## src/rtl/serial_adder_pkg.sv

```systemverilog
// serial_adder_pkg
//   Shared types and constants for the bit-serial adder.
//   state_t : controller state encoding (IDLE / RUN / DONE)
//   SERIAL_ADDER_DEFAULT_WIDTH : default operand width
//   cnt_width() : bit-counter width for a given operand width, never below 1
package serial_adder_pkg;

  typedef enum logic [1:0] {
    IDLE = 2'd0,
    RUN  = 2'd1,
    DONE = 2'd2
  } state_t;

  localparam int SERIAL_ADDER_DEFAULT_WIDTH = 8;

  function automatic int cnt_width(input int w);
    return (w > 1) ? $clog2(w) : 1;
  endfunction

endpackage

```

## src/rtl/and_gate.sv

```systemverilog
// and_gate
//   Two-input AND primitive.
//   a_i, b_i : inputs
//   y_o      : a_i & b_i
module and_gate (
  input  logic a_i,
  input  logic b_i,
  output logic y_o
);
  assign y_o = a_i & b_i;
endmodule

```

## src/rtl/fa_cell.sv

```systemverilog
// fa_cell
//   Purely combinational 1-bit full adder built from gate primitives.
//   a_i, b_i : operand bits
//   ci_i     : carry in
//   s_o      : a ^ b ^ ci
//   co_o     : (a & b) | (ci & (a ^ b))
module fa_cell (
  input  logic a_i,
  input  logic b_i,
  input  logic ci_i,
  output logic s_o,
  output logic co_o
);
  logic p;   // propagate
  logic g;   // generate
  logic pc;  // carry passed through the propagate path

  xor_gate u_xor_p  (.a_i(a_i),  .b_i(b_i),  .y_o(p));
  xor_gate u_xor_s  (.a_i(p),    .b_i(ci_i), .y_o(s_o));
  and_gate u_and_g  (.a_i(a_i),  .b_i(b_i),  .y_o(g));
  and_gate u_and_pc (.a_i(p),    .b_i(ci_i), .y_o(pc));
  or_gate  u_or_co  (.a_i(g),    .b_i(pc),   .y_o(co_o));
endmodule

```

## src/rtl/or_gate.sv

```systemverilog
// or_gate
//   Two-input OR primitive.
//   a_i, b_i : inputs
//   y_o      : a_i | b_i
module or_gate (
  input  logic a_i,
  input  logic b_i,
  output logic y_o
);
  assign y_o = a_i | b_i;
endmodule

```

## src/rtl/xor_gate.sv

```systemverilog
// xor_gate
//   Two-input XOR primitive.
//   a_i, b_i : inputs
//   y_o      : a_i ^ b_i
module xor_gate (
  input  logic a_i,
  input  logic b_i,
  output logic y_o
);
  assign y_o = a_i ^ b_i;
endmodule

```

## src/rtl/serial_adder.sv

```systemverilog
// serial_adder
//   Bit-serial WIDTH-bit adder. Operands are taken over an input valid/ready
//   handshake, rippled LSB-first through one fa_cell (one bit per clock, carry
//   held in a flip-flop), and the result is offered over an output handshake.
//
//   Handshake rule (both sides): a transfer happens on a rising edge where
//   valid and ready are both 1. in_ready is 1 only in IDLE and out_valid only
//   in DONE; both are decoded from registered state, so neither depends
//   combinationally on any input. Once out_valid is up, sum/cout hold until
//   out_ready is seen.
//
//   Ports:
//     clk, rst        : clock, synchronous active-high reset
//     in_valid/ready  : operand handshake
//     in1, in2, cin   : operands and carry-in
//     out_valid/ready : result handshake
//     sum, cout       : (in1 + in2 + cin) mod 2^WIDTH and its carry-out
//     dbg_state_o     : current controller state, for observation
//
//   Optional build macro SERIAL_ADDER_SUB_EN adds input `sub`: when 1 at
//   acceptance, B is inverted and carry-in forced to 1 (sum = in1 - in2,
//   cout = 1 means no borrow).
module serial_adder
  import serial_adder_pkg::*;
#(
  parameter int WIDTH = SERIAL_ADDER_DEFAULT_WIDTH
) (
  input  logic             clk,
  input  logic             rst,
  input  logic             in_valid,
  output logic             in_ready,
  input  logic [WIDTH-1:0] in1,
  input  logic [WIDTH-1:0] in2,
  input  logic             cin,
`ifdef SERIAL_ADDER_SUB_EN
  input  logic             sub,
`endif
  output logic             out_valid,
  input  logic             out_ready,
  output logic [WIDTH-1:0] sum,
  output logic             cout,
  output state_t           dbg_state_o
);

  localparam int            CW   = cnt_width(WIDTH);
  localparam logic [CW-1:0] LAST = CW'(WIDTH - 1);

  state_t           state_q, state_d;
  logic [CW-1:0]    cnt_q, cnt_d;
  logic             carry_q, carry_d;
  logic [WIDTH-1:0] a_q, a_d;
  logic [WIDTH-1:0] b_q, b_d;
  logic [WIDTH-1:0] sum_q, sum_d;
  logic             cout_q, cout_d;

  logic             fa_s, fa_co;
  logic [WIDTH-1:0] b_load;
  logic             c_load;

`ifdef SERIAL_ADDER_SUB_EN
  // Subtraction as A + ~B + 1; cin is irrelevant in that mode.
  assign b_load = sub ? ~in2 : in2;
  assign c_load = sub ? 1'b1 : cin;
`else
  assign b_load = in2;
  assign c_load = cin;
`endif

  fa_cell u_fa (
    .a_i (a_q[0]),
    .b_i (b_q[0]),
    .ci_i(carry_q),
    .s_o (fa_s),
    .co_o(fa_co)
  );

  always_comb begin
    state_d = state_q;
    cnt_d   = cnt_q;
    carry_d = carry_q;
    a_d     = a_q;
    b_d     = b_q;
    sum_d   = sum_q;
    cout_d  = cout_q;
    unique case (state_q)
      IDLE: begin
        if (in_valid) begin
          a_d     = in1;
          b_d     = b_load;
          carry_d = c_load;
          sum_d   = '0;
          cnt_d   = '0;
          state_d = RUN;
        end
      end
      RUN: begin
        // New sum bit enters at the MSB; after WIDTH shifts bit 0 sits at LSB.
        sum_d            = sum_q >> 1;
        sum_d[WIDTH-1]   = fa_s;
        a_d              = a_q >> 1;
        b_d              = b_q >> 1;
        carry_d          = fa_co;
        cnt_d            = cnt_q + CW'(1);
        if (cnt_q == LAST) begin
          cout_d  = fa_co;
          state_d = DONE;
        end
      end
      DONE: begin
        if (out_ready) state_d = IDLE;
      end
      default: state_d = IDLE;
    endcase
  end

  always_ff @(posedge clk) begin
    if (rst) begin
      state_q <= IDLE;
      cnt_q   <= '0;
      carry_q <= 1'b0;
      a_q     <= '0;
      b_q     <= '0;
      sum_q   <= '0;
      cout_q  <= 1'b0;
    end else begin
      state_q <= state_d;
      cnt_q   <= cnt_d;
      carry_q <= carry_d;
      a_q     <= a_d;
      b_q     <= b_d;
      sum_q   <= sum_d;
      cout_q  <= cout_d;
    end
  end

  assign in_ready    = (state_q == IDLE);
  assign out_valid   = (state_q == DONE);
  assign sum         = sum_q;
  assign cout        = cout_q;
  assign dbg_state_o = state_q;

endmodule
```

## config.mk

```make
export PLATFORM = sky130hd
export DESIGN_NAME = serial_adder
export DESIGN_NICKNAME = d
export VERILOG_FILES = /design/src/rtl/serial_adder_pkg.sv /design/src/rtl/and_gate.sv /design/src/rtl/fa_cell.sv /design/src/rtl/or_gate.sv /design/src/rtl/xor_gate.sv /design/src/rtl/serial_adder.sv
export SDC_FILE = /design/constraint.sdc
export NUM_CORES = 1
export LEC_CHECK = 0
export BUFFER_PORTS_ARGS = -buffer_cell sky130_fd_sc_hd__buf_4
export CORE_MARGIN = 4
export CORE_UTILIZATION = 30
export DETAILED_ROUTE_END_ITERATION = 7
export GPL_ROUTABILITY_DRIVEN = 1
export HOLD_SLACK_MARGIN = 0.03
export PLACE_DENSITY = 0.52
export SLEW_MARGIN = 25
export SYNTH_ARGS = -nofsm -noshare
export SYNTH_HDL_FRONTEND = slang
export SYNTH_SLANG_ARGS = --single-unit
```

## constraint.sdc

```tcl
create_clock -name clk -period 1.75 [get_ports clk]
set_clock_uncertainty 0.1 [all_clocks]
set_input_delay 0.35 -clock clk [delete_from_list [all_inputs] [get_ports clk]]
set_output_delay 0.35 -clock clk [all_outputs]
set_load 0.01 [all_outputs]
```

==> summary.md, run 1 <==
| Metric | Value |
|---|---|
| Leak | 0.7227 nW |
| Routability cong. | 0.7400 |
| Placed cell count | 210 |
| Clk pin slew, worst setup/hold paths | 60 ps |
| Leading area contributor after synthesis | dfxtp_1 |
| Port buffer count | 33 |
| MaxCap Viol Count | 0 |
| Cts hold-fix bufs | 0 |
| Area of the die | 5455 sq um |
| Critical path, cell by cell | and2b_1 -> buf_4 |
| Syn_nets | 156 |
| Post-route insts no fill | 217 |
| Sequential area share after synthesis | 0.4769 |
| CP arrival | 1140 ps |
| Post CTS Setup Buffer Count | 0 |
| Critical path's largest stage delay | 490 ps |
| Fin nets | 191 |
| Yosys cell types | 23 |
| Via count | 1112 |
| P per Cell Area | 910.1 nW/um^2 |
| CP max stage cell | dfxtp_1 |
| Synth Instances | 132 |
| Core area | 4086 sq um |
| Outcome | complete, no violations |
| Syn avg cell area | 9.858 sq um |
| Post-synth top area share | 0.4769 |
| Initial Utilization | 0.3184 |
| Fmax | 0.6274 GHz |
| Max VDD drop | 0.0003543 V |
| Worst-Margin Slew | 366.9 ps |
| H-tree levels | 2 |
| Setup WS pre-CTS | 363.7 ps |
| Element type at the critical path end | output pin |
| Min Clock Period, post-route | 1594 ps |
| Worst-case clock buffer depth | 2 |
| Synth warnings | 0 |
| RSZ-0062 raised after global routing | false |
| Layout cell share with drive strength beyond 1 | 0.3892 |
| Worst slew margin | 0.7551 |
| Required time of the worst setup path | 1300 ps |
| Worst-Skew Late Latency | 280 ps |
| First-pass GRT wire length | 5092 um |
| Setup violators final | 0 |
| Synthesized area | 1301 sq um |
| DRT iter0 DRCs | 55 |
| Antenna cells | 0 |
| Total Power Consumption | 0.001532 W |
| Type of origin of the critical path | flip-flop |
| Synth top area cells | dfxtp_1 48%, o221a_2 13%, a22oi_1 6.3%, a21oi_1 5.8%, inv_1 5.8% |
| Die Wd | 73.86 um |
| DP HPWL | 2139 um |
| Post-route ant nets | 0 |
| DR DRC count | 0 |
| Fin worst setup slack | 156.0 ps |
| Maximum fanout along the worst path | 7 |
| CTS resizes | 0 |
| Post-route setup TNS | 0 ps |
| Tcrit/Tclk final | 0.9109 |
| CTS root buf | clkbuf_8 |
| Vias in the first global route | 1116 |
| Pins Over Slew Limit | 0 |
| Area Overhead vs Synth | 29.33% |
| TritonCTS clock tree | built |
| Drt via density | 5.124 |
| Post-synthesis register bit count | 31 |
| Post-DR wirelength/cell | 14.09 um |
| Die height | 73.86 um |
| Initial antenna violation count | 0 |
| Cts bufs inserted | 5 |
| Pin count of the biggest net entering global routing | 32 |
| GRT Total Usage | 0.1218 |
| Hold Violations, Final | 0 |
| # clock sinks | 31 |
| Final wirelength | 3058 um |
| CP Class | reg -> out |
| Class of the worst hold path | in -> reg |
| First-pass DRT Iterations | 4 |
| Std-Cell Rows | 23 |
| I/O Pins | 34 |
| Total gr overflow | 0 |
metrics by stage:
stage	hold slack, ps	util	cell area, sq um
floorplan	353.8	-	1301
global route	240.7	0.4118	1683
global placement	367.5	0.3904	1595
detailed placement	375.0	0.3904	1595
finish	235.0	0.4118	1683
CTS	230.4	0.4118	1683
flip-flops by register name (all words and copies together) (netlist names):
register,flops
dbg_state_o,2
b_q,8
a_q,8
cout,1
cnt_q,3
sum,8
carry_q,1
power breakdown:
part | switching [W] | total, W | internal, W
logic | 0.0000979 | 0.000205 | 0.000107
clock network | 0.000246 | 0.000554 | 0.000308
registers | 0.0000264 | 0.000773 | 0.000746
total | 0.000370 | 0.00153 | 0.00116
cells in the mapped netlist:
library cell,count
dfxtp_1,31
inv_1,20
a21oi_1,15
nor2_1,15
o221a_2,15
a22oi_1,11
clkbuf_1,3
a32oi_1,2
buf_2,2
buf_4,2
buf_6,2
ha_1,2
mux2i_1,2
a21oi_2,1
a311oi_2,1
and2b_1,1
fa_1,1
nand2_2,1
nor2_2,1
nor2_4,1
nor2b_4,1
nor3_1,1
o21bai_1,1
cell usage in the layout, fill, tap and decap left out, drive strengths merged:
| cell | synthesis | final |
|---|---|---|
| buf | 6 | 37 |
| o21bai | 1 | 1 |
| and2b | 1 | 1 |
| o221a | 15 | 15 |
| mux2i | 2 | 2 |
| ha | 2 | 2 |
| clkbuf | 3 | 6 |
| nand2 | 1 | 1 |
| a311oi | 1 | 1 |
| fa | 1 | 1 |
| inv | 20 | 20 |
| a21oi | 16 | 16 |
| nor2b | 1 | 1 |
| nor3 | 1 | 1 |
| a22oi | 11 | 11 |
| nor2 | 17 | 17 |
| a32oi | 2 | 2 |
| dfxtp | 31 | 31 |
| clkinv | 0 | 1 |
worst max-delay path, delay by kind of cell (launching register included):
family	cells	cell delay [ps]
DFF	1	490
and+or+nand+nor	1	240
buffers and inverters	1	140
final timing paths:
path	startpoint	end	slack, ps	depth (start not counted)
setup / recovery	dbg_state_o[0]	out_valid	160	2
hold / removal	in1[7]	a_q[7]	240	3
hold reg to reg	a_q[7]	a_q[7]	380	2
setup reg to reg	carry_q	sum[7]	340	5
kinds of logic (layout without fill, tap and decap cells):
kind of cell / Yosys count / count (layout) / synth area share
compound gates: 46 / 46 / 0.2885
fa+ha+maj: 3 / 3 / 0.03461
buf+inv: 29 / 64 / 0.1029
flops: 31 / 31 / 0.4769
mux: 2 / 2 / 0.01539
simple gates: 21 / 21 / 0.08173
cell type report:
type,instances,area (sq um)
Fill cell,434,2404
Tap cell,50,62.56
Inverter,20,75.07
Multi-Input combinational cell,72,546.8
Clock buffer,6,82.58
Clock inverter,1,5.005
Timing Repair Buffer,37,290.3
Sequential cell,31,620.6
routing by layer:
layer / wire length [um] / track usage
met5: 0 / 0
met3: 210 / 0.04925
met2: 1468 / 0.1998
met4: 51 / 0.04829
met1: 1326 / 0.1404
Note: power is estimated with default switching activity, not from simulation.
==> run 2: changes to the inputs <==
CORE_UTILIZATION = 51   (was 30)
MAX_ROUTING_LAYER = met4   (was default)
PLACE_DENSITY = 0.79   (was 0.52)
==> summary.md, run 2 (synthesis results as in run 1) <==
| Metric | Value |
|---|---|
| Post-DR wirelength/cell | 14.86 um (+5.4%) |
| Drt via density | 5.579 (+8.9%) |
| Final wirelength | 2897 um (-5.3%) |
| Worst-case clock buffer depth | 2 (unchanged) |
| Required time of the worst setup path | 1300 ps (about the same) |
| H-tree levels | 2 (unchanged) |
| CP Class | reg -> out |
| Element type at the critical path end | output pin |
| Fin nets | 190 (-0.52%) |
| DRT iter0 DRCs | 46 (-16%) |
| Initial antenna violation count | 0 (unchanged) |
| CP arrival | 1200 ps (+60 ps) |
| Clk pin slew, worst setup/hold paths | 90 ps (+30 ps) |
| Post-layout instance area | 1597 sq um (-5.1%) |
| Fmax | 0.6076 GHz (-3.2%) |
| Outcome | complete, no violations |
| Area of the die | 3423 sq um (-37%) |
| # clock sinks | 31 (unchanged) |
| Post-route ant nets | 0 (unchanged) |
| Total Power Consumption | 0.001333 W (-13%) |
| Initial Utilization | 0.5301 (+0.2116) |
| Vias in the first global route | 1052 (-5.7%) |
| RSZ-0062 raised after global routing | false |
| Std-Cell Rows | 18 (-22%) |
| Worst slew margin | 0.6553 (-0.09970) |
| Tcrit/Tclk final | 0.9405 (+0.02966) |
| First-pass DRT Iterations | 4 (unchanged) |
| First-pass GRT wire length | 4802 um (-5.7%) |
| Cts bufs inserted | 5 (unchanged) |
| # fillers | 213 (-51%) |
| Pins Over Slew Limit | 0 (unchanged) |
| Fin Hold WS | 191.3 ps (-43.75 ps) |
| Leak | 0.6953 nW (-3.8%) |
| P per Cell Area | 835.1 nW/um^2 (-8.2%) |
| Class of the worst hold path | in -> reg |
| DP HPWL | 2006 um (-6.2%) |
| DR DRC count | 0 (unchanged) |
| Most frequent cells in the layout | 36 x buf_4, 30 x dfxtp_1, 20 x inv_1 |
| MaxCap Viol Count | 0 (unchanged) |
| Port buffer count | 33 (unchanged) |
| Maximum fanout along the worst path | 7 (unchanged) |
| Post-route setup TNS | 0 ps (unchanged) |
| Setup WS pre-CTS | 88.10 ps (-275.6 ps) |
| Area Overhead vs Synth | 22.69% |
| Worst R2R Setup Slack | 310 ps (-30 ps) |
| Setup violators final | 0 (unchanged) |
| Hold Violations, Final | 0 (unchanged) |
| Layout cell share with drive strength beyond 1 | 0.3879 (-0.001343) |
| Most common cell after layout, fill and taps aside | buf_4 |
| Fin worst setup slack | 104.1 ps (-51.91 ps) |
| Core area | 2455 sq um (-40%) |
| Via count | 1088 (-2.2%) |
| Die Wd | 58.51 um (-21%) |
| Area after DPL | 1550 sq um (-2.8%) |
| Die height | 58.51 um (-21%) |
| Routability cong. | 0.7168 (-3.1%) |
| Worst-Margin Slew | 516.6 ps (+149.7 ps) |
| Min Clock Period, post-route | 1646 ps (+51.91 ps) |
| Max VDD drop | 0.0006272 V (+77%) |
| I/O Pins | 34 (unchanged) |
| TritonCTS clock tree | built |
| CTS root buf | clkbuf_4 |
| Antenna cells | 0 (unchanged) |
| Worst-Skew Late Latency | 330 ps (+50 ps) |
| Type of origin of the critical path | flip-flop |
| Total gr overflow | 0 (unchanged) |
| Pin count of the biggest net entering global routing | 32 (unchanged) |
| GRT Total Usage | 0.1937 (+0.07188) |
run 2: cell count changes in the layout (fill, tap and decap cells not counted):
cell,previous run,this run
o21bai_1,1,0
buf_12,1,0
clkinv_2,1,0
o21bai_2,0,1
dfxtp_2,0,1
clkbuf_4,0,5
dfxtp_1,31,30
clkbuf_1,0,1
clkbuf_8,6,0
run 2: metrics by stage:
| stage | util | cells |
|---|---|---|
| after CTS | 0.6483 | 195 |
| after global placement | 0.6315 | 189 |
| after detailed placement | 0.6315 | 189 |
| after floorplan | - | 132 |
| after global routing | 0.6504 | 195 |
| final | 0.6504 | 195 |
run 2: power breakdown:
group,leakage [nW],total (W),switching [W],internal [W]
registers,0.255,0.000772,0.0000268,0.000746
logic,0.416,0.000201,0.0000987,0.000102
clock network,0.0242,0.000360,0.000218,0.000142
run 2: worst paths after layout:
path | depth (start not counted) | end | from
worst min-delay path | 2 | b_q[0] | in2[0]
worst max register to register | 5 | sum[7] | carry_q
worst min register to register | 2 | a_q[7] | a_q[7]
worst max-delay path | 2 | out_valid | dbg_state_o[1]
run 2: area by class of cell:
class                           instances  area (sq um)  share of cell area
Clock buffer                            6         41.29             0.02586
Inverter                               20         75.07             0.04702
Multi-Input combinational cell         72         550.5              0.3448
Sequential cell                        31         621.8              0.3895
Tap cell                               30         37.54             0.02351
Timing Repair Buffer                   36         270.3              0.1693
run 2: worst max-delay path, stage by stage (launching register included):
cell	delay, ps
dfxtp_1	540
and2b_1	210
buf_4	120
run 2: timing repair:
action,4_1_cts,5_1_grt
buffers inserted,0,0
hold buffers,0,0
endpoints found under the setup margin,0,4
resized for setup,0,2
run 2: per-layer routing:
metal,up-vias,wire length (um),GRT usage
li1,535,-,-
met1,513,1245,0.2268
met2,33,1394,0.3062
met3,7,184,0.04167
met4,0,73,0.1093
met5,-,0,-
